===== src/rtl/reg_timeout_guard_pkg.sv =====
// Shared types and helpers for the register-bus timeout guard.
// Holds the guard FSM encoding, the default regbus request/response
// structs, the default poison read value and the wait-counter width helper.
package reg_timeout_guard_pkg;

    localparam int DEF_ADDR_WIDTH = 32;
    localparam int DEF_DATA_WIDTH = 32;

    // Read data returned upstream when a transfer is aborted.
    localparam logic [31:0] DEF_ERR_DATA = 32'hBADC_AB1E;

    typedef enum logic [1:0] {
        ST_IDLE = 2'd0,
        ST_BUSY = 2'd1,
        ST_ERR  = 2'd2
    } guard_state_e;

    typedef struct packed {
        logic [DEF_ADDR_WIDTH-1:0]   addr;
        logic                        write;
        logic [DEF_DATA_WIDTH-1:0]   wdata;
        logic [DEF_DATA_WIDTH/8-1:0] wstrb;
        logic                        valid;
    } reg_req_t;

    typedef struct packed {
        logic [DEF_DATA_WIDTH-1:0] rdata;
        logic                      error;
        logic                      ready;
    } reg_rsp_t;

    // Width needed to hold the in-transfer cycle index 0..timeout_cycles.
    function automatic int wait_cnt_width(input int timeout_cycles);
        return $clog2(timeout_cycles + 1);
    endfunction

endpackage


===== src/rtl/reg_timeout_sat_cnt.sv =====
// Saturating up-counter with synchronous clear; clear has priority over inc.
module reg_timeout_sat_cnt #(
    parameter int WIDTH = 16
) (
    input  logic             clk,
    input  logic             rst,
    input  logic             clear,
    input  logic             inc,
    output logic [WIDTH-1:0] count
);

    localparam logic [WIDTH-1:0] ONE_S = {{(WIDTH-1){1'b0}}, 1'b1};

    // Count up on inc, hold at all-ones, clear wins over a same-cycle inc.
    always_ff @(posedge clk) begin
        if (rst) begin
            count <= '0;
        end else if (clear) begin
            count <= '0;
        end else if (inc && (count != '1)) begin
            count <= count + ONE_S;
        end else begin
            count <= count;
        end
    end

endmodule


===== src/rtl/reg_timeout_guard.sv =====
// Register-bus timeout guard.
// Passes requests/responses straight through; if the device keeps a request
// waiting for TIMEOUT_CYCLES cycles, the guard spends one cycle answering the
// upstream side itself with error=1 and a poison read value, then releases.
// Optional first-error address capture: define REG_TIMEOUT_GUARD_ADDR_CAPTURE_EN.
module reg_timeout_guard
    import reg_timeout_guard_pkg::*;
#(
    parameter int          ADDR_WIDTH     = 32,
    parameter int          DATA_WIDTH     = 32,
    parameter int          TIMEOUT_CYCLES = 16,
    parameter int          CNT_WIDTH      = 16,
    parameter logic [31:0] ERR_DATA       = DEF_ERR_DATA,
    parameter type         reg_req_t      = reg_timeout_guard_pkg::reg_req_t,
    parameter type         reg_rsp_t      = reg_timeout_guard_pkg::reg_rsp_t
) (
    input  logic                  clk_i,
    input  logic                  rst_i,
    input  reg_req_t              reg_req_i,
    output reg_rsp_t              reg_rsp_o,
    output reg_req_t              reg_req_o,
    input  reg_rsp_t              reg_rsp_i,
    output logic                  timeout_o,
    output logic [CNT_WIDTH-1:0]  timeout_cnt_o,
    input  logic                  clear_i,
    output logic [ADDR_WIDTH-1:0] err_addr_o,
    output logic                  err_valid_o
);

    localparam int WAIT_W = wait_cnt_width(TIMEOUT_CYCLES);
    localparam logic [WAIT_W-1:0]     WAIT_ONE_S  = {{(WAIT_W-1){1'b0}}, 1'b1};
    localparam logic [WAIT_W-1:0]     WAIT_LAST_S = WAIT_W'(TIMEOUT_CYCLES - 1);
    localparam logic [DATA_WIDTH-1:0] ERR_DATA_S  = DATA_WIDTH'(ERR_DATA);

    guard_state_e      state_r;
    logic [WAIT_W-1:0] wait_cnt_r;
    logic              timeout_r;
    logic              in_err_s;

    assign in_err_s  = (state_r == ST_ERR);
    assign timeout_o = timeout_r;

    // Guard FSM with inline wait counter; timeout_r is high exactly in ERR.
    always_ff @(posedge clk_i) begin
        if (rst_i) begin
            state_r    <= ST_IDLE;
            wait_cnt_r <= '0;
            timeout_r  <= 1'b0;
        end else begin
            case (state_r)
                ST_IDLE: begin
                    if (reg_req_i.valid && !reg_rsp_i.ready) begin
                        if (TIMEOUT_CYCLES == 1) begin
                            state_r    <= ST_ERR;
                            wait_cnt_r <= '0;
                            timeout_r  <= 1'b1;
                        end else begin
                            state_r    <= ST_BUSY;
                            wait_cnt_r <= WAIT_ONE_S;
                            timeout_r  <= 1'b0;
                        end
                    end else begin
                        state_r    <= ST_IDLE;
                        wait_cnt_r <= '0;
                        timeout_r  <= 1'b0;
                    end
                end
                ST_BUSY: begin
                    if (!reg_req_i.valid || reg_rsp_i.ready) begin
                        // Normal completion or upstream withdrew: no timeout.
                        state_r    <= ST_IDLE;
                        wait_cnt_r <= '0;
                        timeout_r  <= 1'b0;
                    end else if (wait_cnt_r == WAIT_LAST_S) begin
                        state_r    <= ST_ERR;
                        wait_cnt_r <= wait_cnt_r;
                        timeout_r  <= 1'b1;
                    end else begin
                        state_r    <= ST_BUSY;
                        wait_cnt_r <= wait_cnt_r + WAIT_ONE_S;
                        timeout_r  <= 1'b0;
                    end
                end
                ST_ERR: begin
                    // Single abort cycle; device response is ignored here.
                    state_r    <= ST_IDLE;
                    wait_cnt_r <= '0;
                    timeout_r  <= 1'b0;
                end
                default: begin
                    state_r    <= ST_IDLE;
                    wait_cnt_r <= '0;
                    timeout_r  <= 1'b0;
                end
            endcase
        end
    end

    // Zero-latency pass-through, overridden by the abort response during ERR.
    always_comb begin
        reg_req_o = reg_req_i;
        reg_rsp_o = reg_rsp_i;
        if (in_err_s) begin
            reg_req_o.valid = 1'b0;
            reg_rsp_o.ready = 1'b1;
            reg_rsp_o.error = 1'b1;
            reg_rsp_o.rdata = ERR_DATA_S;
        end else begin
            reg_req_o.valid = reg_req_i.valid;
            reg_rsp_o.ready = reg_rsp_i.ready;
        end
    end

    reg_timeout_sat_cnt #(
        .WIDTH (CNT_WIDTH)
    ) u_timeout_cnt (
        .clk   (clk_i),
        .rst   (rst_i),
        .clear (clear_i),
        .inc   (in_err_s),
        .count (timeout_cnt_o)
    );

`ifdef REG_TIMEOUT_GUARD_ADDR_CAPTURE_EN
    logic [ADDR_WIDTH-1:0] err_addr_r;
    logic                  err_valid_r;

    // Latch the address of the first aborted transfer until cleared.
    always_ff @(posedge clk_i) begin
        if (rst_i) begin
            err_addr_r  <= '0;
            err_valid_r <= 1'b0;
        end else if (clear_i) begin
            err_addr_r  <= '0;
            err_valid_r <= 1'b0;
        end else if (in_err_s && !err_valid_r) begin
            err_addr_r  <= reg_req_i.addr;
            err_valid_r <= 1'b1;
        end else begin
            err_addr_r  <= err_addr_r;
            err_valid_r <= err_valid_r;
        end
    end

    assign err_addr_o  = err_addr_r;
    assign err_valid_o = err_valid_r;
`else
    assign err_addr_o  = '0;
    assign err_valid_o = 1'b0;
`endif

endmodule


===== config.mk =====
export PLATFORM = sky130hd
export DESIGN_NAME = reg_timeout_guard
export DESIGN_NICKNAME = d
export VERILOG_FILES = /design/src/rtl/reg_timeout_guard_pkg.sv /design/src/rtl/reg_timeout_sat_cnt.sv /design/src/rtl/reg_timeout_guard.sv
export SDC_FILE = /design/constraint.sdc
export NUM_CORES = 1
export LEC_CHECK = 0
export CAP_MARGIN = 10
export CORE_AREA = 2 2 101 103
export DETAILED_ROUTE_END_ITERATION = 10
export DIE_AREA = 0 0 103 105
export MAX_ROUTING_LAYER = met4
export PLACE_DENSITY = 0.7
export SYNTH_ARGS = -nofsm -noshare
export SYNTH_HDL_FRONTEND = slang
export SYNTH_SLANG_ARGS = --single-unit

===== constraint.sdc =====
create_clock -name clk_i -period 3.85 [get_ports clk_i]
set_input_delay 0.77 -clock clk_i [delete_from_list [all_inputs] [get_ports clk_i]]
set_output_delay 0.77 -clock clk_i [all_outputs]
set_load 0.005 [all_outputs]

==> results by group, run 1 <==
Logic synthesis
  – Ys async rst share: 0%
  – Synth warn: 0
  – Post-Syn Area: 2170 um^2
  – Register area share after synthesis: 22.2%
  – Cell accounting for the most synthesized area: buf_4
  – Syn Area/Cell: just under 8 um^2
  – Cell count after synthesis: 278
  – Synth cell types: 40
  – Synth area leaders: buf_4 36%, dfxtp_1 22%, nand2b_1 6.4%, and2_1 4.0%, a21oi_1 3.2%
  – #FFs+latches synth: 24
  – Post-synth top area share: 35.7%
  – Commonest register cell after synthesis: dfxtp_1
  – Cell with the most instances after synthesis: buf_4
  – Post-synth top cells: 103 x buf_4, 24 x dfxtp_1, 22 x nand2b_1
  – EDFF count, synth: 0

Clocking
  – CTS Buffer Depth: 2
  – Worst-Skew Late Latency: between 200 and 300 ps
  – Number of setup buffers added after CTS: 0
  – Max H-tree Level: 1
  – CTS Sinks: 24
  – Clk pin slew, worst setup/hold paths: roughly 80 ps
  – Clock Tree Root: clkbuf_8
  – CTS tree: done
  – Hold_buf cts: 0
  – Cts bufs inserted: 3
  – Post-CTS Resized: 0

Global routing
  – Tot GR Track Use: 9.14%
  – Global-route wire length before repair: between 7000 and 8000 um
  – Largest net degree at the start of global routing: 28
  – Vias in the first global route: 1490
  – Initial antenna violation count: 0
  – Grt ovf: 0

Pwr
  – Leakage: between 0.9 and 1 nW
  – Switching Fraction: about 22%
  – Clock power share: between 30% and 40%
  – Combinational power share: between 10% and 20%
  – Pwr Density: between 200 and 250 nW/um^2
  – Total power draw: 0.528 mW
  – Max VDD drop: ~0.15 mV
  – Psw: ~0.11 mW
  – Pint: between 0.4 and 0.5 mW
  – Sequential Power Share: a little under half

Floorplan
  – Starting Density: between 20 and 25%
  – Die Span X: around 100 um
  – Row Count: 36
  – Num ports: 261
  – Die Y: between 100 and 150 um
  – Die Area: 10800 um^2
  – Core Area: 9640 um^2

Routing
  – Routed length on met1: between 2000 and 2500 um
  – Wire length on met2: 2260 um
  – Met3 routed WL: about 510 um
  – Final wirelength: 5130 um
  – Vias per cell: 3.94
  – TritonRoute pass-1 iters: 4
  – Top Layer Used: met4
  – DRC Markers: 0
  – Initial DRC count: 86
  – Routed Antenna Nets: 0
  – Drt wl/cell: roughly 12 um
  – DR vias: between 1500 and 2000

Place
  – Cell Area, Placed: around 2500 um^2
  – PortBufs: 89
  – Routability congestion estimate: ~0.79
  – Detail Placement HPWL: 4130 um

Finish
  – Nets: ~400
  – Share of layout cells above drive strength 1: under 10%
  – Final instance area: roughly 2600 um^2
  – Area grow syn2layout: 19.5%
  – # diodes: 0
  – Final core occ: a little over a quarter

Setup path
  – R2r startpoint: state_r[0]
  – Critical Path Source Type: flop
  – Critical R2R Capture: u_timeout_cnt.count[10]
  – Worst-path fanout max: 27
  – Worst setup EP type: primary output
  – Flop-to-flop setup slack: 1770 ps
  – Arrival time at the worst endpoint: ~2200 ps
  – Critical Path RT: 3080 ps
  – R2R depth: 4
  – Setup CP Type: reg2out

Run status
  – Outcome: completed

Hold path
  – Hold_sp: wait_cnt_r[4]
  – Hold path cells: 2
  – Worst hold path class: reg2reg
  – Hold worst-path end: wait_cnt_r[4]

STA
  – RSZ-0062 raised after global routing: false
  – Final Hold Viols: 0
  – Rel. slew slack: a little under half
  – Setup TNS: 0 ps
  – Period utilization: a little under 80%
  – Final Setup Violations: 0
  – Clock Skew: 1.82 ps
  – Max Freq: ~340 MHz
  – Worst-Margin Slew: roughly 790 ps
  – Final Max Tran Viols: 0
  – Period minus WS final: roughly 3000 ps

Job
  – Max cap viols: 0
[kinds of logic (layout without fill, tap and decap cells)]
logic type,count (synthesis),after routing,synth area share (%)
other,1,33,0.173
xor gates and xnor gates,3,3,1.21
adders and majority gates,3,3,1.73
AOI/OAI and AO/OA,27,27,7.10
and+or+nand+nor,102,102,27.9
DFF,24,24,22.2
muxes,2,2,0.924
buffers and inverters,116,99,38.8
[per-layer routing]
metal / up-vias / GRT usage (%)
li1: 818 / -
met3: 32 / 3.55
met5: - / -
met1: 732 / 11.6
met2: 95 / 12.4
met4: 0 / 4.61
[state kept, by name, summed over array words and instances (netlist names)]
signal               cells
wait_cnt_r               5
u_timeout_cnt.count     16
state_r                  2
timeout_o                1
[per-stage QoR]
stage / worst slack (ps) / hold slack [ps] / cells
floorplan: 1830 / 454 / 310
global route: 664 / 545 / 426
global placement: 1220 / 465 / 422
finish: 888 / 501 / 426
CTS: 835 / 507 / 426
detailed placement: 1150 / 484 / 422
[cell type report]
type	instances	area [um^2]
Clock buffer	4	55.1
Fill cell	1043	7050
Inverter	4	15.0
Multi-Input combinational cell	170	966
Sequential cell	24	480
Tap cell	133	166
Timing Repair Buffer	91	906
[how the worst max path moves through the flow]
stage / start / end / slack, ps / cells after the start
finish: state_r[0] / reg_rsp_o[33] / 890 / 4
global route: state_r[0] / reg_rsp_o[33] / 660 / 4
CTS: state_r[0] / reg_rsp_o[33] / 830 / 4
detailed placement: state_r[0] / reg_rsp_o[33] / 1150 / 4
global placement: reg_rsp_i[4] / reg_rsp_o[4] / 1220 / 3
floorplan: reg_rsp_i[0] / wait_cnt_r[1] / 1830 / 4
[worst max-delay path, stage by stage, from the launching register on]
cell and delay (ps):
dfxtp_1 400, nand2b_1 650, buf_4 320, nand2b_1 100, clkdlybuf4s50_1 450
[cells in the final DEF, fill, tap and decap left out, types with 2 or more instances in the layout]
master | Yosys | layout
mux2i_1 | 2 | 2
clkbuf_8 | 0 | 4
or3_1 | 7 | 7
xor2_1 | 2 | 2
or2_2 | 2 | 2
ha_1 | 3 | 3
o21ai_0 | 6 | 6
nor2_1 | 15 | 15
and2_1 | 14 | 14
nand3_1 | 2 | 2
nand2_1 | 10 | 10
nand4_1 | 9 | 9
conb_1 | 1 | 33
clkdlybuf4s50_1 | 0 | 89
dfxtp_1 | 24 | 24
nand2b_1 | 22 | 22
o211ai_1 | 2 | 2
and3_1 | 2 | 2
and4_1 | 2 | 2
or4_1 | 4 | 4
nor2b_1 | 2 | 2
a21oi_1 | 14 | 14
inv_1 | 4 | 4
o31ai_1 | 3 | 3
nor3_1 | 3 | 3
buf_4 | 103 | 2
[power groups by stage]
stage / logic [mW] / clock network (mW) / registers [mW]
finish: 0.105 / 0.173 / 0.250
global placement: 0.104 / 0 / 0.256
detailed placement: 0.104 / 0 / 0.256
global route: 0.114 / 0.191 / 0.250
CTS: 0.105 / 0.180 / 0.250
floorplan: 0.112 / 0 / 0.255
Note: power is estimated with default switching activity, not from simulation.
==> inputs of run 2 (changes only) <==
==> constraint.sdc (replaced) <==
create_clock -name clk_i -period 2.8 [get_ports clk_i]
set_input_delay 0.56 -clock clk_i [delete_from_list [all_inputs] [get_ports clk_i]]
set_output_delay 0.56 -clock clk_i [all_outputs]
set_load 0.005 [all_outputs]
==> run 2 against run 1 <==
Effect of this change:
- total power is 38% higher
- highest routed layer unchanged
- clock-buffer cell count unchanged
- sequential share of layout area decreased by 0.054 points
- setup slack lost 710 ps
- wire length increased by 0.37%
- global-route usage barely moved
- utilization up 0.078 points
- critical path type unchanged
- final cell count is 0.23% higher
- design area rose by 0.29%
==> results by group, run 2 (synthesized netlist as in run 1, its figures left out) <==
Setup path
  – Critical Path Source Type: flop
  – Setup CP Type: reg2out
  – Arrival time at the worst endpoint: 2070 ps
  – Critical Path RT: 2240 ps
  – Critical R2R Capture: u_timeout_cnt.count[10]
  – R2r startpoint: state_r[0]
  – Worst-path fanout max: 22
  – R2R depth: 5
  – Worst setup EP type: primary output
  – Flop-to-flop setup slack: around 680 ps

Routing
  – TritonRoute pass-1 iters: 4
  – Final wirelength: 5150 um
  – DR vias: around 1700
  – Vias per cell: a little under 4
  – Routed Antenna Nets: 0
  – Drt wl/cell: 12.1 um
  – DRC Markers: 0
  – Initial DRC count: just under 100

STA
  – Rel. slew slack: 57.9%
  – Final Max Tran Viols: 0
  – Worst Hold Slack: between 400 and 500 ps
  – Period utilization: approximately 94%
  – Final Setup Violations: 0
  – Period minus WS final: roughly 2600 ps
  – Setup TNS: 0 ps
  – Final Hold Viols: 0
  – Clock Skew: 2.89 ps
  – Max Freq: 381 MHz
  – Worst-Margin Slew: around 630 ps
  – RSZ-0062 raised after global routing: false

Global routing
  – Global-route wire length before repair: approximately 8000 um
  – Vias in the first global route: about 1500
  – Layer with the highest usage: met2
  – M1 GR Usage: roughly 11%
  – Grt ovf: 0
  – Met3 usage: around 3.5%
  – Initial antenna violation count: 0
  – Largest net degree at the start of global routing: 23
  – GR Util met2: 13.4%
  – Tot GR Track Use: 9.12%

Finish
  – Area grow syn2layout: 19.8%
  – Max reg flops: 16
  – Final core occ: 26.9%
  – Fin cells: ~430
  – Top flop regs: u_timeout_cnt.count (16), wait_cnt_r (5), state_r (2)
  – Share of layout cells above drive strength 1: under 10%
  – Nets: between 400 and 500
  – Fillers: about 1000
  – Commonest cells after routing, fill and taps aside: 89 x clkdlybuf4s50_1, 33 x conb_1, 24 x dfxtp_1
  – Commonest non-fill, non-tap cell in the layout: clkdlybuf4s50_1
  – Register Area: around 480 um^2
  – Reg with most FFs: u_timeout_cnt.count
  – Area occupied by multi-input gates: between 900 and 1000 um^2
  – # diodes: 0

Hold path
  – Hold worst-path end: wait_cnt_r[4]
  – Hold path cells: 2
  – Worst hold path class: reg2reg
  – Hold_sp: wait_cnt_r[4]

Pwr
  – Total power draw: a little over 0.7 mW
  – Max VDD drop: around 0.20 mV
  – Pwr Density: roughly 280 nW/um^2
  – Leakage: 0.962 nW

Clocking
  – Worst-Skew Late Latency: approximately 270 ps
  – CTS Sinks: 24
  – CTS tree: done
  – Post-CTS Resized: 0
  – Max H-tree Level: 1
  – CTS Buffer Depth: 2
  – Cts bufs inserted: 3
  – Hold_buf cts: 0
  – Clk pin slew, worst setup/hold paths: ~80 ps
  – Number of setup buffers added after CTS: 0
  – Clock Tree Root: clkbuf_8

Place
  – Routability congestion estimate: 0.766
  – Detail Placement HPWL: around 4200 um
  – PortBufs: between 80 and 90
  – Post-Place Cells: ~420

Floorplan
  – Die Span X: between 100 and 150 um
  – Starting Density: roughly 22%
  – Core Area: a little under 10000 um^2
  – Row Count: 36
  – Die Area: roughly 11000 um^2
  – Num ports: around 260
  – Die Y: 105 um

Run status
  – Outcome: completed

Job
  – Max cap viols: 0
## run 2: changes by cell type in the layout (fill, tap and decap cells not counted)
cell and change:
buf_4 +1
## run 2: per-layer routing
| layer | wire length (um) | up-vias |
|---|---|---|
| li1 | - | 821 |
| met4 | 204 | 0 |
| met5 | 0 | - |
| met1 | 2040 | 749 |
| met3 | 504 | 30 |
| met2 | 2400 | 96 |
## run 2: cell type report
type / instances / share of cell area (%)
sequential: 24 / 18.5
multi-input combinational: 170 / 37.2
clock buffer: 4 / 2.12
tap: 133 / 6.41
timing repair buffer: 92 / 35.2
inverter: 4 / 0.578
## run 2: where the power goes
part / internal, mW / leakage [nW] / switching, mW
clock network: 0.126 / 0.0288 / 0.114
logic: 0.101 / 0.739 / 0.0435
registers: 0.342 / 0.194 / 0.00136
total: 0.569 / 0.962 / 0.158
## run 2: worst max-delay path, stage by stage, from the launching register on
cell             delay [ps]
dfxtp_1                 400
nand2b_1                540
buf_4                   310
nand2b_1                 90
clkdlybuf4s50_1         450
## run 2: how the worst max path moves through the flow
| stage | startpoint | endpoint | slack (ps) | depth (start not counted) |
|---|---|---|---|---|
| 2_1_floorplan | reg_rsp_i[0] | wait_cnt_r[1] | 990 | 4 |
| 3_3_place_gp | state_r[0] | reg_rsp_o[22] | 520 | 4 |
| 3_5_place_dp | state_r[0] | reg_rsp_o[33] | 420 | 4 |
| 4_1_cts | state_r[0] | reg_rsp_o[33] | 120 | 4 |
| 5_1_grt | state_r[0] | reg_rsp_o[24] | 20 | 4 |
| 6_report | state_r[0] | reg_rsp_o[24] | 170 | 4 |
## run 2: per-stage QoR
step	worst slack (ps)	instance area, um^2
global route	18.1	2600
detailed placement	424	2540
global placement	516	2540
floorplan	991	2290
CTS	123	2600
finish	175	2600
